File: src/rtl/hub75_shifter.sv
// HUB75 row shifter: reads one row of pixels per segment and shifts one bit plane out to the panel.
// Latency: first read 1 cycle after start; tx_ready low for 3 + 2*hpixel_p*(div+1) cycles.
// Backpressure: single-cycle start is accepted only while o_tx_ready=1; other starts are dropped.
module hub75_shifter #(
  parameter int hpixel_p   = 64,
  parameter int vpixel_p   = 64,
  parameter int bpp_p      = 8,
  parameter int segments_p = 2,
  localparam int addr_width_p    = $clog2(hpixel_p * vpixel_p),
  localparam int pix_bit_width_p = $clog2(bpp_p)
) (
  input  logic                             clk,
  input  logic                             rst,
  input  logic [3:0]                       i_clk_div,
  input  logic                             i_tx_start,
  input  logic [addr_width_p-1:0]          i_init_addr,
  input  logic [pix_bit_width_p-1:0]       i_pix_bit,
  output logic                             o_tx_ready,
  output logic                             o_mem_en,
  output logic [addr_width_p-1:0]          o_mem_addr,
  input  logic [segments_p*3*bpp_p-1:0]    i_mem_data,
  output logic [3*segments_p-1:0]          o_rgb,
  output logic                             o_hub_clk,
  output logic                             o_row_done
);

  localparam int col_w = (hpixel_p > 1) ? $clog2(hpixel_p) : 1;
  localparam logic [col_w-1:0]        last_col = col_w'(hpixel_p - 1);
  localparam logic [col_w-1:0]        col_one  = 1;
  localparam logic [addr_width_p-1:0] addr_one = 1;

  typedef enum logic [2:0] {IDLE, FETCH, PRIME, LOW, HIGH, DONE} state_t;

  state_t                       state;
  logic [3:0]                   div_q;
  logic [3:0]                   phase_cnt;
  logic [pix_bit_width_p-1:0]   pix_q;
  logic [col_w-1:0]             col;
  logic                         rd_pend;   // read data is on i_mem_data this cycle
  logic [3*segments_p-1:0]      pf_rgb;    // prefetched bits for the next column
  logic [3*segments_p-1:0]      mem_bits;
  logic [3*segments_p-1:0]      next_rgb;

  // Pick the captured bit plane out of every channel of every segment.
  always_comb begin
    mem_bits = '0;
    for (int s = 0; s < segments_p; s++) begin
      mem_bits[3*s+2] = i_mem_data[s*3*bpp_p + 2*bpp_p + int'(pix_q)];
      mem_bits[3*s+1] = i_mem_data[s*3*bpp_p +   bpp_p + int'(pix_q)];
      mem_bits[3*s]   = i_mem_data[s*3*bpp_p +           int'(pix_q)];
    end
  end

  // With div=0 the read returns in the very cycle the column switches, so bypass the prefetch register.
  always_comb begin
    next_rgb = rd_pend ? mem_bits : pf_rgb;
  end

  // Row transfer FSM; the memory does not hold its data, so a prefetched word is parked in pf_rgb.
  always_ff @(posedge clk) begin
    if (rst) begin
      state      <= IDLE;
      o_tx_ready <= 1'b1;
      o_mem_en   <= 1'b0;
      o_mem_addr <= '0;
      o_rgb      <= '0;
      o_hub_clk  <= 1'b0;
      o_row_done <= 1'b0;
      div_q      <= '0;
      pix_q      <= '0;
      col        <= '0;
      phase_cnt  <= '0;
      rd_pend    <= 1'b0;
      pf_rgb     <= '0;
    end else begin
      rd_pend <= o_mem_en;
      if (rd_pend) pf_rgb <= mem_bits;
      case (state)
        IDLE: begin
          if (i_tx_start) begin
            div_q      <= i_clk_div;
            pix_q      <= i_pix_bit;
            o_mem_addr <= i_init_addr;
            col        <= '0;
            o_mem_en   <= 1'b1;
            o_tx_ready <= 1'b0;
            state      <= FETCH;
          end
        end
        FETCH: begin
          o_mem_en <= 1'b0;
          state    <= PRIME;
        end
        PRIME: begin
          o_rgb     <= mem_bits;
          phase_cnt <= '0;
          state     <= LOW;
          if (col != last_col) begin
            o_mem_en   <= 1'b1;
            o_mem_addr <= o_mem_addr + addr_one;
          end
        end
        LOW: begin
          o_mem_en <= 1'b0;
          if (phase_cnt == div_q) begin
            phase_cnt <= '0;
            o_hub_clk <= 1'b1;
            state     <= HIGH;
          end else begin
            phase_cnt <= phase_cnt + 4'd1;
          end
        end
        HIGH: begin
          if (phase_cnt == div_q) begin
            phase_cnt <= '0;
            o_hub_clk <= 1'b0;
            if (col != last_col) begin
              o_rgb <= next_rgb;
              col   <= col + col_one;
              state <= LOW;
              if ((col + col_one) != last_col) begin
                o_mem_en   <= 1'b1;
                o_mem_addr <= o_mem_addr + addr_one;
              end
            end else begin
              o_row_done <= 1'b1;
              state      <= DONE;
            end
          end else begin
            phase_cnt <= phase_cnt + 4'd1;
          end
        end
        DONE: begin
          o_row_done <= 1'b0;
          o_tx_ready <= 1'b1;
          state      <= IDLE;
        end
        default: state <= IDLE;
      endcase
    end
  end

endmodule
File: config.mk
export PLATFORM = sky130hd
export DESIGN_NAME = hub75_shifter
export DESIGN_NICKNAME = d
export VERILOG_FILES = /design/src/rtl/hub75_shifter.sv
export SDC_FILE = /design/constraint.sdc
export NUM_CORES = 1
export LEC_CHECK = 0
export BUFFER_PORTS_ARGS = -buffer_cell sky130_fd_sc_hd__buf_4
export CELL_PAD_IN_SITES_DETAIL_PLACEMENT = 1
export CELL_PAD_IN_SITES_GLOBAL_PLACEMENT = 1
export CORE_AREA = 3 3 90 92
export CTS_BUF_LIST = sky130_fd_sc_hd__clkbuf_16
export DETAILED_ROUTE_END_ITERATION = 8
export DIE_AREA = 0 0 93 95
export PLACE_DENSITY_LB_ADDON = 0.15
export SYNTH_ARGS = -nofsm -noshare
export SYNTH_HDL_FRONTEND = slang
export SYNTH_SLANG_ARGS = --single-unit
File: constraint.sdc
create_clock -name clk -period 3.15 [get_ports clk]
set_input_delay 0.315 -clock clk [delete_from_list [all_inputs] [get_ports clk]]
set_output_delay 0.315 -clock clk [all_outputs]
set_load 0.03 [all_outputs]
=== Word-level counts from Yosys, hierarchy flattened ===
Cells that the tools add are included.

* Add/sub/neg operators: 8
* Magnitude comparators: 6
* Eq/ne operators: 15
* Muxes and demuxes: 52
* Reduce and logical (&&, ||, !) cells: 20

{| class="wikitable"
|+ Operators by type and width
! kind !! number
|-
| $mux W12 || 5
|-
| $mux W6 || 6
|-
| $pmux W12 S3 || 1
|-
| $bmux W1 S6 || 5
|-
| $pmux W6 S2 || 2
|-
| $mux W1 || 21
|-
| $pmux W3 S5 || 1
|-
| $add A6 B3 Y7 const A || 2
|-
| $lt A6 B7 Y1 const B || 2
|-
| $lt A7 B7 Y1 const B || 2
|-
| $ne A2 B2 Y1 const B || 7
|-
| $add A12 B1 Y12 const B || 1
|-
| $add A5 B3 Y6 const A || 2
|-
| $mux W3 || 4
|-
| $ne A6 B6 Y1 const B || 2
|-
| $reduce_and A3 Y1 || 4
|-
| $reduce_and A6 Y1 || 2
|-
| $reduce_bool A2 Y1 || 6
|-
| $pmux W4 S2 || 1
|-
| $lt A3 B7 Y1 const B || 1
|-
| $lt A5 B7 Y1 const B || 1
|-
| $add A6 B1 Y6 const B || 1
|-
| $eq A3 B2 Y1 const B || 2
|-
| $eq A3 B3 Y1 const B || 2
|-
| other kinds (14) || 18
|}

* Flip-flop bits (word level): 49
* Input bits: 70
* Output and inout bits: 22
* Logic and storage cells: 114

=== Longest topological paths before layout ===
* Depth after elaboration: 8
* Mapped depth: 8
* Gate-level depth less buffers: 6

=== Least setup slack after synthesis ===
OpenSTA, ideal clock, no wires.

* Path type: register to register
* Start point: reg col[0]
* End point: reg o_mem_addr[10]
* Setup time: 136 ps
* Arrival: 1788 ps
* Required time: 3014 ps
* Setup slack: 1226 ps
* Stages on the path, launching flop included: 9
* Path buffers: 2
* Clock period less this slack: 1924 ps
* Cells stage by stage: dfxtp_1 > ha_1 > and3_1 > buf_2 > nand3_2 > a31oi_1 > a21o_1 > buf_2 > o32ai_2

* Word-level cells in the longest chain between the ends: 4

{| class="wikitable"
|+ Ends and longest elaborated chain
! element !! line !! text
|-
| start: declaration || 38 || <nowiki>logic [col_w-1:0] col;</nowiki>
|-
| start signal: assignment || 119 || <nowiki>col <= col + col_one;</nowiki>
|-
| $add A6 B1 Y6 || 121 || <nowiki>if ((col + col_one) != last_col) begin</nowiki>
|-
| $ne A6 B6 Y1 || 121 ||
|-
| $ne A2 B2 Y1 (no source line) || n/a ||
|-
| $reduce_and A6 Y1 (no source line) * || n/a ||
|-
| end signal: assignment || 83 || <nowiki>o_mem_addr <= i_init_addr;</nowiki>
|-
| end signal: assignment || 100 || <nowiki>o_mem_addr <= o_mem_addr + addr_one;</nowiki>
|-
| end signal: assignment || 123 || <nowiki>o_mem_addr <= o_mem_addr + addr_one;</nowiki>
|-
| end: declaration || 20 || <nowiki>output logic [addr_width_p-1:0] o_mem_addr,</nowiki>
|}

Mark *: on every way between the ends. The rest lies on a longest branch, timed or not.
A chain may end at the register's enable or synchronous reset.

=== Final worst setup path ===
* Start point: reg col[0]
* End point: reg o_mem_addr[1]

Same word-level chain as after synthesis.

==> metrics.md <==
| Metric | Value |
|---|---|
| Status | `completed` |
| Worst-Skew Late Latency | `about 0.28 ns` |
| Sw frac | `34.50%` |
| Synth warn | `0` |
| CTS H-tree depth | `2` |
| Switching power total | `0.0006594 W` |
| Worst Min Path Start | `i_clk_div[3]` |
| # diodes | `0` |
| Final Cell Area | `~3800 um2` |
| DP HPWL | `7.010 mm` |
| #FFs+latches synth | `49` |
| Total negative slack | `0 ns` |
| Clk pwr share | `27.5%` |
| Met3 Use GR | `around 3.7%` |
| RSZ-0062 raised after global routing | `false` |
| Largest fanout on the critical path | `12` |
| Grt met2 use | `35.27%` |
| CTS Buf Count | `5` |
| Hold_buf cts | `0` |
| Clk slew on worst S/H paths | `0.07 ns` |
| VDD IR-drop max | `between 0.3 and 0.4 mV` |
| Post-DR vias/cell | `5.586` |
| Syn avg cell area | `8.505 um2` |
| Endpoints failing hold | `0` |
| Async SR Flop Fraction | `0%` |
| Pin count of the biggest net entering global routing | `46` |
| Worst path required time | `roughly 3.3 ns` |
| Fin nets | `500` |
| Drt pass-1 iters | `4` |
| Drt initial violations | `142` |
| Flop-to-flop setup slack | `0.70 ns` |
| Worst min path class | `in2reg` |
| Number of global-route vias before repair | `2885` |
| Cell Rows | `31` |
| Top_reg_cell synth | `dfxtp_1` |
| Gate Count Post-Synth | `345` |
| Top Ports | `92` |
| Setup Crit Path Kind | `reg2reg` |
| Global placer's final weighted congestion | `0.7685` |
| Max Cap Viol | `0` |
| Count of pins over their slew limit | `0` |
| Post-CTS setup buffers | `0` |
| Hold Path Cell Cnt | `3` |
| Grt peak-use layer | `met2` |
| Worst r2r src | `col[0]` |
| Final Worst Setup Slack | `0.6974 ns` |
| DR WL/cell | `17.76 um` |
| ANT nets after route | `0` |
| DR vias | `2938` |
| Fillcell total | `912` |
| Placed inst area | `around 3700 um2` |
| Synth-to-Final Area Change | `30.49%` |
| Reg2reg path depth | `6` |
| Int Power | `0.001252 W` |
| Max-slew headroom | `between 40% and 50%` |
| Post-synth top area cell | `dfxtp_1` |
| Final Skew | `0.006076 ns` |
| Total gr overflow | `0` |
| Chip height | `95 um` |
| Area fraction of the dominant cell type after synthesis | `33.43%` |
| Met1 GRT Util | `between 20% and 30%` |
| Reg-to-reg endpoint | `o_mem_addr[1]` |
| Core area | `between 7000 and 8000 um2` |
| Final worst path period share | `77.86%` |
| Post-CTS sizing | `0` |
| CTS tree | `yes` |
| Synthesized area | `just under 3000 um2` |
| Die Area | `slightly below 9000 um2` |
| DRC viols | `0` |
| Pwr dens | `499.3 nW/um2` |
| Syn_nets | `between 400 and 500` |
| Gr usage total | `approximately a fifth` |
| Root Buffer | `clkbuf_16` |
| Least-Margin Pin Slew | `0.8596 ns` |
| Fraction of the yosys area taken by sequential cells | `33.43%` |
| Hold WS | `roughly 0.27 ns` |
| First-pass GRT wire length | `between 10 and 15 mm` |
| Initial antenna violation count | `0` |
| Synth area leaders | `dfxtp_1 (33%), mux4_2 (9.2%), a211oi_1 (5.1%)` |
| Leak | `1.537 nW` |
| Fin crit period | `approximately 2.5 ns` |
| CP Launch Type | `flip-flop` |
| Clock sink total | `between 40 and 50` |
| Reg power frac | `40.6%` |
| Clock Path Buffers | `2` |
| Post-synth EDFFs | `0` |
| Unique masters post-synth | `50` |
| Initial core utilization | `between 40% and 50%` |
| Setup violations, final | `0` |
| Data arrival, critical path | `2.62 ns` |
| WHS Endpoint | `div_q[3]` |
| Comb pwr share | `31.9%` |
| Place WS | `0.7739 ns` |
| CP endpoint kind | `flip-flop` |
| WL final | `9.340 mm` |
| Fmax | `about 0.41 GHz` |
| Ratio of cells with drive above 1 in the final layout | `29.98%` |
| Port Buffer Count | `91` |
| Die X | `93 um` |
[registers in the layout (all words and copies together), names as in the netlist]
name,flops
col,6
div_q,4
o_hub_clk,1
o_mem_addr,12
o_mem_en,1
o_rgb,6
o_row_done,1
o_tx_ready,1
pf_rgb,6
phase_cnt,4
pix_q,3
rd_pend,1
state,3
[metal layers]
layer  up-vias  wire (um)
li1       1439          -
met1      1416       4172
met2        75       4738
met3         8        375
met4         0         53
met5         -          0
[how the worst max path moves through the flow]
| stage | end | start |
|---|---|---|
| 3_5_place_dp | o_mem_addr[1] | col[0] |
| 4_1_cts | o_mem_addr[1] | col[0] |
| 5_1_grt | o_mem_addr[3] | col[0] |
| 3_3_place_gp | o_mem_addr[1] | col[0] |
| 2_1_floorplan | o_mem_addr[10] | col[0] |
| 6_report | o_mem_addr[1] | col[0] |
[power groups by stage]
| stage | sequential, W | clock (W) | combinational [W] |
|---|---|---|---|
| after global placement | 0.000785 | 0 | 0.000596 |
| after floorplan | 0.000814 | 0 | 0.000354 |
| after detailed placement | 0.000788 | 0 | 0.000610 |
| after CTS | 0.000775 | 0.000540 | 0.000613 |
| after global routing | 0.000791 | 0.000569 | 0.000663 |
| final | 0.000776 | 0.000525 | 0.000610 |
[cell usage after synthesis (all sizes together), types with 4 or more instances]
cell type and count:
buf 13, o21ai 16, nor3 8, a21o 6, o32ai 9, and2 4
and3 5, inv 12, dfxtp 49, nor2 34, a22o 6, ha 4
xor2 5, a31oi 6, a21oi 30, clkbuf 10, mux4 12, nand2 38
a211oi 20, nor2b 6, nand3 13, mux2i 6
[cell families (layout without fill, tap and decap cells)]
group / Yosys count / count (layout) / synth area share [%]
compound gates: 109 / 109 / 25.76
xor+xnor: 5 / 5 / 1.492
fa+ha+maj: 4 / 4 / 1.706
buf+inv: 35 / 117 / 4.989
flops: 49 / 49 / 33.43
mux: 19 / 19 / 11.64
simple gates: 124 / 124 / 20.98
[cell type report]
| cell class | count | area (um2) | area share (%) |
|---|---|---|---|
| multi-input combinational | 261 | 1807 | 47.19 |
| sequential | 49 | 980.9 | 25.62 |
| timing repair buffer | 97 | 728.2 | 19.02 |
| clock buffer | 5 | 125.1 | 3.268 |
| tap | 99 | 123.9 | 3.235 |
| inverter | 12 | 45.04 | 1.176 |
| clock inverter | 3 | 18.77 | 0.4902 |
[cells in the final DEF (no fill, tap or decap), types with 5 or more instances in the layout]
cell type	n
nor2b_1	6
clkbuf_16	5
a21oi_1	30
nor3_1	6
mux4_2	12
buf_4	97
nand2_1	38
and3_1	5
o21ai_0	14
xor2_1	5
a21o_1	6
a211oi_1	20
a22o_1	6
nand3_1	12
nor2_1	34
inv_1	13
dfxtp_1	49
a31oi_1	6
mux2i_1	6
o32ai_1	5
[metrics by stage]
stage	cells	total power [W]	utilization (%)
4_1_cts	526	0.001929	52.51
3_3_place_gp	518	0.001381	50.53
5_1_grt	526	0.002022	52.51
2_1_floorplan	345	0.001168	-
6_report	526	0.001912	52.51
3_5_place_dp	518	0.001399	50.53
[worst max-delay path: stages (launching register included)]
cell     delay, ns
dfxtp_1       0.48
ha_1          0.28
and3_1        0.29
xor2_1        0.15
and3_1        0.48
a21o_1        0.31
mux2_1        0.35
No activity file was read; power rests on OpenSTA's default activity.
